$ cat config.mk
export PLATFORM = sky130hd
export DESIGN_NAME = mem_queue
export DESIGN_NICKNAME = d
export VERILOG_FILES = /design/src/rtl/mem_queue_pkg.sv /design/src/rtl/mem_fifo.sv /design/src/rtl/mem_queue.sv
export SDC_FILE = /design/constraint.sdc
export NUM_CORES = 1
export LEC_CHECK = 0
export CORE_MARGIN = 1
export CORE_UTILIZATION = 35
export CTS_BUF_LIST = sky130_fd_sc_hd__clkbuf_4
export DETAILED_ROUTE_END_ITERATION = 7
export PLACE_DENSITY = 0.57
export SLEW_MARGIN = 5
export SYNTH_ARGS = -nofsm -noshare
export SYNTH_HDL_FRONTEND = slang
export SYNTH_SLANG_ARGS = --single-unit
$ cat constraint.sdc
create_clock -name clk -period 3.3 [get_ports clk]
set_input_delay 0.33 -clock clk [delete_from_list [all_inputs] [get_ports clk]]
set_output_delay 0.33 -clock clk [all_outputs]
set_load 0.005 [all_outputs]
$ cat src/rtl/mem_queue_pkg.sv
// Shared types, widths and decode helpers for the memory-operation queue.
package mem_queue_pkg;

    localparam int unsigned XLEN      = 32;
    localparam int unsigned MEMB_PARA = 9;

    // Pointer index width for an x-entry buffer (at least one bit).
    function automatic int unsigned N(input int unsigned x);
        return (x <= 1) ? 1 : $clog2(x);
    endfunction

    localparam logic [2:0] F3_LB  = 3'b000;
    localparam logic [2:0] F3_LH  = 3'b001;
    localparam logic [2:0] F3_LW  = 3'b010;
    localparam logic [2:0] F3_LBU = 3'b100;
    localparam logic [2:0] F3_LHU = 3'b101;
    localparam logic [2:0] F3_SB  = 3'b000;
    localparam logic [2:0] F3_SH  = 3'b001;
    localparam logic [2:0] F3_SW  = 3'b010;

    typedef enum logic [1:0] {
        ST_IDLE = 2'd0,
        ST_REQ  = 2'd1,
        ST_WAIT = 2'd2
    } state_t;

    typedef struct packed {
        logic [4:0] rd;
        logic [2:0] funct3;
        logic       is_store;
    } mem_para_t;

    typedef struct packed {
        mem_para_t       para;
        logic [XLEN-1:0] addr;
        logic [XLEN-1:0] wdata;
    } mem_entry_t;

    // Known funct3 for the op kind and natural alignment of the access size.
    function automatic logic op_legal(input mem_para_t p, input logic [1:0] a);
        logic f3_ok;
        logic align_ok;
        if (p.is_store) begin
            f3_ok = (p.funct3 == F3_SB) || (p.funct3 == F3_SH) || (p.funct3 == F3_SW);
        end else begin
            f3_ok = (p.funct3 == F3_LB) || (p.funct3 == F3_LH) || (p.funct3 == F3_LW) ||
                    (p.funct3 == F3_LBU) || (p.funct3 == F3_LHU);
        end
        case (p.funct3[1:0])
            2'b00:   align_ok = 1'b1;
            2'b01:   align_ok = ~a[0];
            default: align_ok = (a == 2'b00);
        endcase
        return f3_ok & align_ok;
    endfunction

    // Byte enables from access size and byte offset.
    function automatic logic [3:0] byte_en(input logic [2:0] f3, input logic [1:0] a);
        case (f3[1:0])
            2'b00:   return 4'(4'b0001 << a);
            2'b01:   return 4'(4'b0011 << a);
            default: return 4'b1111;
        endcase
    endfunction

endpackage

$ cat src/rtl/mem_fifo.sv
// Generic in-order FIFO with wrapping pointers; refuses pushes while full.
module mem_fifo
    import mem_queue_pkg::*;
#(
    parameter int unsigned DEPTH = 4,
    parameter int unsigned WIDTH = 8
) (
    input  logic             clk,
    input  logic             rst_n,
    input  logic             push,
    input  logic [WIDTH-1:0] wdata,
    input  logic             pop,
    output logic [WIDTH-1:0] rdata,
    output logic             full,
    output logic             empty
);

    localparam int unsigned AW = N(DEPTH);
    localparam logic [AW:0] PTR_ONE = (AW+1)'(1);

    logic [AW:0]      wr_ptr;
    logic [AW:0]      rd_ptr;
    logic [WIDTH-1:0] mem [DEPTH];
    logic             do_push;
    logic             do_pop;

    assign full    = (wr_ptr[AW] != rd_ptr[AW]) && (wr_ptr[AW-1:0] == rd_ptr[AW-1:0]);
    assign empty   = (wr_ptr == rd_ptr);
    assign do_push = push & ~full;
    assign do_pop  = pop & ~empty;
    assign rdata   = mem[rd_ptr[AW-1:0]];

    // Pointer advance on accepted push/pop.
    always_ff @(posedge clk or negedge rst_n) begin
        if (!rst_n) begin
            wr_ptr <= '0;
            rd_ptr <= '0;
        end else begin
            if (do_push) wr_ptr <= wr_ptr + PTR_ONE;
            if (do_pop)  rd_ptr <= rd_ptr + PTR_ONE;
        end
    end

    // Entry storage; contents are only observed while non-empty.
    always_ff @(posedge clk) begin
        if (do_push) mem[wr_ptr[AW-1:0]] <= wdata;
    end

endmodule

$ cat src/rtl/mem_queue.sv
// Memory-op queue: buffers load/store requests and issues them one at a time on the data bus.
module mem_queue
    import mem_queue_pkg::*;
#(
    parameter int unsigned DEPTH = 4
) (
    input  logic                 clk,
    input  logic                 rst,
    input  logic                 mem_vld,
    input  logic [MEMB_PARA-1:0] mem_para,
    input  logic [XLEN-1:0]      mem_addr,
    input  logic [XLEN-1:0]      mem_wdata,
    output logic                 mem_rdy,
    output logic                 mem_empty,
    output logic                 dmem_req,
    output logic                 dmem_we,
    output logic [XLEN-1:0]      dmem_addr,
    output logic [3:0]           dmem_be,
    output logic [XLEN-1:0]      dmem_wdata,
    input  logic                 dmem_gnt,
    input  logic                 dmem_rvld,
    input  logic [XLEN-1:0]      dmem_rdata,
    output logic                 ld_vld,
    output logic [4:0]           ld_sel,
    output logic [XLEN-1:0]      ld_data,
    output logic                 mem_err
);

    mem_entry_t      push_entry;
    mem_entry_t      head;
    logic            fifo_full;
    logic            fifo_empty;
    logic            fifo_pop;
    logic            head_ok;
    logic [XLEN-1:0] lane;
    logic [XLEN-1:0] ld_ext;
    logic [XLEN-1:0] st_data;

    state_t          state_q, state_d;
    logic            req_d, we_d, ld_vld_d, err_d;
    logic [XLEN-1:0] addr_d, wdata_d, ld_data_d;
    logic [3:0]      be_d;
    logic [4:0]      ld_sel_d;

    assign push_entry = {mem_para, mem_addr, mem_wdata};

    mem_fifo #(
        .DEPTH (DEPTH),
        .WIDTH ($bits(mem_entry_t))
    ) u_fifo (
        .clk   (clk),
        .rst_n (rst),
        .push  (mem_vld),
        .wdata (push_entry),
        .pop   (fifo_pop),
        .rdata (head),
        .full  (fifo_full),
        .empty (fifo_empty)
    );

    assign mem_rdy   = ~fifo_full;
    assign mem_empty = fifo_empty && (state_q == ST_IDLE);
    assign head_ok   = op_legal(head.para, head.addr[1:0]);

    // Lane replication for stores and lane select/extension for loads.
    always_comb begin
        lane    = dmem_rdata >> {head.addr[1:0], 3'b000};
        ld_ext  = dmem_rdata;
        st_data = head.wdata;
        case (head.para.funct3)
            F3_LB:   ld_ext = {{(XLEN-8){lane[7]}}, lane[7:0]};
            F3_LH:   ld_ext = {{(XLEN-16){lane[15]}}, lane[15:0]};
            F3_LBU:  ld_ext = {{(XLEN-8){1'b0}}, lane[7:0]};
            F3_LHU:  ld_ext = {{(XLEN-16){1'b0}}, lane[15:0]};
            default: ld_ext = dmem_rdata;
        endcase
        case (head.para.funct3[1:0])
            2'b00:   st_data = {4{head.wdata[7:0]}};
            2'b01:   st_data = {2{head.wdata[15:0]}};
            default: st_data = head.wdata;
        endcase
    end

    // Next-state and next-output decode for the issue FSM.
    always_comb begin
        state_d   = state_q;
        fifo_pop  = 1'b0;
        req_d     = dmem_req;
        we_d      = dmem_we;
        addr_d    = dmem_addr;
        be_d      = dmem_be;
        wdata_d   = dmem_wdata;
        ld_vld_d  = 1'b0;
        ld_sel_d  = ld_sel;
        ld_data_d = ld_data;
        err_d     = 1'b0;
        case (state_q)
            ST_IDLE: begin
                if (!fifo_empty) begin
                    if (head_ok) begin
                        state_d = ST_REQ;
                        req_d   = 1'b1;
                        we_d    = head.para.is_store;
                        addr_d  = {head.addr[XLEN-1:2], 2'b00};
                        be_d    = byte_en(head.para.funct3, head.addr[1:0]);
                        wdata_d = st_data;
                    end else begin
                        fifo_pop = 1'b1;
                        err_d    = 1'b1;
                    end
                end
            end
            ST_REQ: begin
                if (dmem_gnt) begin
                    req_d = 1'b0;
                    if (head.para.is_store) begin
                        fifo_pop = 1'b1;
                        state_d  = ST_IDLE;
                    end else begin
                        state_d = ST_WAIT;
                    end
                end
            end
            ST_WAIT: begin
                if (dmem_rvld) begin
                    fifo_pop = 1'b1;
                    state_d  = ST_IDLE;
                    if (head.para.rd != 5'd0) begin
                        ld_vld_d  = 1'b1;
                        ld_sel_d  = head.para.rd;
                        ld_data_d = ld_ext;
                    end
                end
            end
            default: state_d = ST_IDLE;
        endcase
    end

    // State and registered bus/writeback outputs.
    always_ff @(posedge clk or negedge rst) begin
        if (!rst) begin
            state_q    <= ST_IDLE;
            dmem_req   <= 1'b0;
            dmem_we    <= 1'b0;
            dmem_addr  <= '0;
            dmem_be    <= '0;
            dmem_wdata <= '0;
            ld_vld     <= 1'b0;
            ld_sel     <= '0;
            ld_data    <= '0;
            mem_err    <= 1'b0;
        end else begin
            state_q    <= state_d;
            dmem_req   <= req_d;
            dmem_we    <= we_d;
            dmem_addr  <= addr_d;
            dmem_be    <= be_d;
            dmem_wdata <= wdata_d;
            ld_vld     <= ld_vld_d;
            ld_sel     <= ld_sel_d;
            ld_data    <= ld_data_d;
            mem_err    <= err_d;
        end
    end

endmodule

==> flow_metrics.tcl, run 1 <==
set metrics [dict create \
    leakagePower_nw 7.61 \
    holdCritPathClass "primary input to asynchronous set/reset pin" \
    clk_pin_slew_ns 0.06 \
    drive_above_1_share_pct 27.4 \
    drtIter0Drc 512 \
    track_usage_pct 16.7 \
    yosysTopAreaCell "edfxtp_1" \
    syn-instance-count 879 \
    p_switching_mw 6.71 \
    synth-edff-count 292 \
    coreArea_sq_um 45400 \
    critPathMaxFanout 18 \
    relSlewSlack_pct 38.0 \
    fin_util_pct 45.2 \
    die_h_microns 217 \
    synth.cells.most_frequent "edfxtp_1 (292), dfrtp_1 (115), nand2_1 (78)" \
    power_frac_clock_pct 21.4 \
    placed_area_sq_um 19100 \
    combPwrFrac_pct 40.0 \
    grt_pass1_vias 9622 \
    grt_pass1_wl_mm 58.3 \
    power_per_cell_area_nw_per_um2 994 \
    cts_buffers 104 \
    criticalPathCategory "flip-flop to output port" \
    io_pins 221 \
    rsz0062_at_grt "false" \
    layout_worst_path_cycle_share_pct 92.5 \
    path_buf_inv 1 \
    instances_no_fill 1881 \
    grt_start_max_net_pins 72 \
    dieArea_sq_um 47000 \
    chipWidth_microns 217 \
    nets 1303 \
    clockBufferDepth 3 \
    cts_tree "built" \
    htree_levels 3 \
    status "finished clean" \
    finalHoldViolCount 0 \
    initial_core_util_pct 35.5 \
    wirelength_mm 38.0 \
    synth_top_area_share_pct 54.4 \
    maxCapViolations 0 \
    period_needed_ns 3.05 \
    avgRoutedWirePerCell_microns 20.2 \
    sw_frac_of_total_pct 33.0 \
    io_buffer_count 218 \
    drc 0 \
    ant_nets 0 \
    cp.arrival_ns 2.72 \
    cp_data_required_time_ns 2.97 \
    syn2layout_area_growth_pct 27.1 \
    timing.critical_path.max_delay_family "flip-flops" \
    seqPwrFrac_pct 38.6 \
    firstDrtPassIters 5 \
    irDropWorstVdd_mv 0.491 \
    gp_congestion 0.799 \
    vias_per_cell 4.79 \
    overflow 0 \
    clock_skew_ns 0.0477 \
    antenna_found_initial 4 \
    cts.sinks 407 \
    timing.final.max_slew_violations 0 \
    worstSkewPairLatency_ns 0.81 \
    rows 78 \
    root_buffer "clkbuf_4" \
    hold_slack_ns 0.146 \
    worstMarginPinSlew_ns 0.931 \
    dp_cells 1681 \
    crit_chain "xor2_1, nor3_1, and2_1, clkdlybuf4s50_1" \
    synth.avg_cell_area_sq_um 18.4 \
    setup_viol_count_final 0 \
    p_int_mw 13.7 \
    cp_slowest_stage_delay_ns 0.62 \
    synthTopCellsByArea "edfxtp_1 (54%), dfrtp_1 (18%), mux4_2 (10%)" \
    vias 9003 \
    yosysWarnings 0 \
    clock.fmax_ghz 0.327 \
    end_kind "output port" \
    synthFlopType "edfxtp_1" \
    yosysUniqueCellTypes 53 \
    synthArstFlopShare_pct 28.3 \
    start_kind "flip-flop" \
    slowest_stage "dfrtp_4" \
    synth_seq_cells 407 \
    fin_setup_tns_ns 0 \
    netlist_area_sq_um 16100 \
    dp_hpwl_mm 24.2 \
    design_area_sq_um 20500 \
    synth.most_common_cell "edfxtp_1" \
    seq_area_frac_synth_pct 72.2 \
]
## what timing repair did
action / CTS / global route
resized for setup: 0 / 0
hold buffers: 1 / 0
setup buffers: 0 / 0
hold endpoints to repair: 74 / 0
## worst reg2reg max path: cells and delay by family, from the launching register on
kind / cells / cell delay [ns]
AOI/OAI and AO/OA: 3 / 1.09
DFF: 1 / 0.64
muxes: 2 / 1.16
## power groups by stage
stage	logic, mW	registers, mW	clock network (mW)
after CTS	8.35	7.89	4.53
after global placement	8.25	7.95	0
after detailed placement	8.33	7.98	0
final	8.16	7.86	4.36
after floorplan	5.29	7.80	0
after global routing	8.90	8.02	4.81
## sequential cells by signal, summed over array words and instances, names as in the netlist
signal and count:
dmem_we 1, ld_vld 1, ld_sel 5, dmem_req 1
u_fifo.wr_ptr 3, u_fifo.rd_ptr 3, dmem_addr 30, dmem_be 4
dmem_wdata 32, ld_data 32, mem_err 1, u_fifo.mem 292
state_q 2
## path summary, 6_finish.rpt
kind                                          end             start  cells after the start  slack [ns]
worst min register to register          ld_sel[1]         ld_sel[1]                      2        0.47
worst min-delay path                  ld_data[30]               rst                      2        0.15
worst max-delay path                    mem_empty  u_fifo.rd_ptr[0]                      4        0.25
min in group clk                u_fifo.mem[2][57]      mem_addr[25]                      1        0.16
max in group asynchronous          dmem_wdata[12]               rst                      3        2.38
worst max register to register        ld_data[30]  u_fifo.rd_ptr[0]                      5        0.26
## metal layers
layer	up-vias	part of all wire, %	track usage, %
met5	-	0.12	0
met3	65	7.5	5.38
met1	4507	42	21.1
met4	6	2.5	7.09
met2	286	48	26.4
li1	4139	-	-
## kinds of logic (layout without fill, tap and decap cells)
family / count (synthesis) / after routing / synth area share [%]
flip-flops: 407 / 407 / 72.2
multiplexers: 152 / 152 / 16.3
AND/OR/NAND/NOR: 138 / 138 / 3.68
AO/OA/AOI/OAI: 113 / 113 / 4.79
buffers and inverters: 56 / 455 / 2.23
XOR/XNOR: 7 / 7 / 0.380
adder cells (fa/ha/maj): 5 / 5 / 0.388
other: 1 / 4 / 0.0232
## placed cells by master (no fill, tap or decap), types with 3 or more instances in the layout
master and instances:
a21oi_1 27, a2bb2oi_1 10, and3_4 4, buf_12 6
buf_4 26, clkbuf_4 161, clkdlybuf4s50_1 217, clkinv_1 22
clkinv_2 7, clkinvlp_4 3, dfrtp_1 113, edfxtp_1 292
ha_1 5, inv_1 6, inv_2 3, mux2_2 3
mux2_4 39, mux2i_1 37, mux4_2 73, nand2_1 78
nand2b_1 8, nor2_1 32, nor3_1 3, o21ai_0 16
o21ai_1 13, o21ai_2 13, o221ai_1 3, o22ai_1 13
o32ai_1 3, xor2_1 5
## layout make-up
type                       count  area (sq um)
sequential                   407         11700
multi-input combinational    417          4160
tap                          600           751
clock buffer                 161          1210
antenna                        2          5.00
fill                        4067         24900
inverter                       7          26.3
clock inverter                36           186
timing repair buffer         251          2510
## stage by stage
stage	power (mW)	setup WS, ns
final	20.4	0.246
after CTS	20.8	0.0792
after global placement	16.2	0.419
after detailed placement	16.3	0.297
after global routing	21.7	0.0267
after floorplan	13.1	0.0124
Note: power is estimated with default switching activity, not from simulation.
==> run 2, diff against run 1 <==
--- a/config.mk
+++ b/config.mk
@@ -7,9 +7,9 @@
 export LEC_CHECK = 0
 export CORE_MARGIN = 1
 export CORE_UTILIZATION = 35
-export CTS_BUF_LIST = sky130_fd_sc_hd__clkbuf_4
 export DETAILED_ROUTE_END_ITERATION = 7
 export PLACE_DENSITY = 0.57
+export REMOVE_ABC_BUFFERS = 1
 export SLEW_MARGIN = 5
 export SYNTH_ARGS = -nofsm -noshare
 export SYNTH_HDL_FRONTEND = slang
==> run 2 against run 1 <==
Via count shrank 4.1%. Critical path depth is 3 higher. Non-clock buffer count is 2 lower. Clock skew shrank 0.031 ns. Maximum frequency is 7.4% higher. Utilization increased by 0.35 points. First-iteration DRC count fell by 2.1%. Clock power is 15% higher. Combinational power increased by 1%. Wire length shrank 2.5%. Register-to-register slack improved by 0.20 ns. Global-route usage decreased by 0.64 points. Critical path type is now flip-flop to flip-flop. Highest routed layer unchanged.
==> flow_metrics.tcl, run 2 (same netlist as run 1, synthesis figures left out) <==
set metrics [dict create \
    reg2reg_to "ld_data[22]" \
    critPathMaxFanout 22 \
    met3_usage_pct 4.06 \
    irDropWorstVdd_mv 0.578 \
    post_cts_resized 0 \
    io_pins 221 \
    placed_area_sq_um 19100 \
    wirelength_mm 37.1 \
    design_area_sq_um 20700 \
    rr_startpoint "u_fifo.rd_ptr[0]" \
    num-fill-cells 3965 \
    fin_util_pct 45.5 \
    startpoint "u_fifo.rd_ptr[0]" \
    fin_setup_tns_ns 0 \
    grt_pass1_vias 9157 \
    layout_commonest_cell "edfxtp_1" \
    leakagePower_nw 7.51 \
    antenna_found_initial 3 \
    slowest_stage "dfrtp_4" \
    use_met1_pct 21.1 \
    layout_common_cells "edfxtp_1 (292), clkdlybuf4s50_1 (217), dfrtp_1 (113)" \
    cts_tree "built" \
    dp_cells 1679 \
    rrSetupSlack_ns 0.46 \
    grt_start_max_net_pins 74 \
    die_h_microns 217 \
    rsz0062_at_grt "false" \
    finalHoldViolCount 0 \
    post_cts_buffers 0 \
    drive_above_1_share_pct 20.7 \
    grt_use_met2_pct 26.0 \
    largest_reg_flops 292 \
    holdCritPathClass "primary input to flip-flop" \
    coreArea_sq_um 45400 \
    clk_pin_slew_ns 0.06 \
    cp_data_required_time_ns 3.72 \
    worstMarginPinSlew_ns 0.807 \
    clock.fmax_ghz 0.352 \
    overflow 0 \
    grt_pass1_wl_mm 56.5 \
    cts_buffers 46 \
    cp_common_cell "buf_4" \
    avgRoutedWirePerCell_microns 21.0 \
    cp_slowest_stage_delay_ns 0.64 \
    drc 0 \
    cts.sinks 407 \
    root_buffer "clkbuf_16" \
    timing.final.max_slew_violations 0 \
    dieArea_sq_um 47000 \
    gp_congestion 0.770 \
    power_per_cell_area_nw_per_um2 1020 \
    vias_per_cell 4.89 \
    nets 1243 \
    start_kind "flip-flop" \
    top_usage_layer "met2" \
    layout_worst_path_cycle_share_pct 86.1 \
    postCtsHoldBufs 1 \
    criticalPathCategory "flip-flop to flip-flop" \
    end_kind "flip-flop" \
    cp.arrival_ns 3.27 \
    clockBufferDepth 3 \
    status "finished clean" \
    instances_no_fill 1767 \
    firstDrtPassIters 7 \
    maxCapViolations 0 \
    htree_levels 2 \
    crit_chain "mux4_2, buf_4, nand2b_1, o32ai_1, a221oi_4, buf_4, a21oi_1" \
    clock_skew_ns 0.0167 \
    power_mw 21.1 \
    chipWidth_microns 217 \
    vias 8637 \
    syn2layout_area_growth_pct 28.1 \
    track_usage_pct 16.0 \
    relSlewSlack_pct 46.2 \
    reg2reg_depth 7 \
    critPathCapture "ld_data[22]" \
    setup_viol_count_final 0 \
    io_buffer_count 218 \
    dp_hpwl_mm 22.9 \
    rows 78 \
    initial_core_util_pct 35.5 \
    ant_nets 0 \
    worstSkewPairLatency_ns 0.56 \
    drtIter0Drc 501 \
    period_needed_ns 2.84 \
]
run 2: worst max-delay path, delay by kind of cell (launching register included):
| kind | cells | cell delay, ns |
|---|---|---|
| buffers and inverters | 2 | 0.50 |
| flip-flops | 1 | 0.64 |
| multiplexers | 1 | 0.60 |
| AND/OR/NAND/NOR | 1 | 0.32 |
| AO/OA/AOI/OAI | 3 | 0.62 |
run 2: worst min path at each step:
stage | startpoint | cells past startpoint | to | slack, ns
final | dmem_rdata[25] | 3 | ld_data[25] | 0.38
after global routing | dmem_rdata[27] | 3 | ld_data[27] | 0.38
after CTS | dmem_rdata[27] | 3 | ld_data[27] | 0.33
after detailed placement | rst | 1 | ld_vld | 0.45
after global placement | rst | 1 | ld_vld | 0.45
after floorplan | rst | 0 | dmem_addr[10] | 0.03
run 2: stage by stage:
stage                     setup WS, ns  hold slack, ns
after floorplan                  -4.30          0.0344
after global placement           0.496           0.450
after detailed placement         0.470           0.451
after CTS                        0.460           0.334
after global routing             0.315           0.379
final                            0.457           0.376
run 2: area by class of cell:
class	count	area, sq um	area share, %
Antenna cell	2	5.00	0.0242
Clock buffer	66	1320	6.38
Clock inverter	19	178	0.860
Inverter	7	26.3	0.127
Multi-Input combinational cell	417	4160	20.1
Sequential cell	407	11700	56.4
Tap cell	600	751	3.63
Timing Repair Buffer	249	2570	12.4
run 2: power breakdown:
part           total [mW]  switching (mW)  internal (mW)
registers            7.83           0.674           7.16
clock network        5.02            2.01           3.01
logic                8.24            3.95           4.29
total                21.1            6.64           14.5
run 2: layer usage:
metal	vias to the layer above	wire length [microns]
li1	3929	-
met1	4412	16300
met2	242	17600
met3	50	2380
met4	4	766
met5	-	31
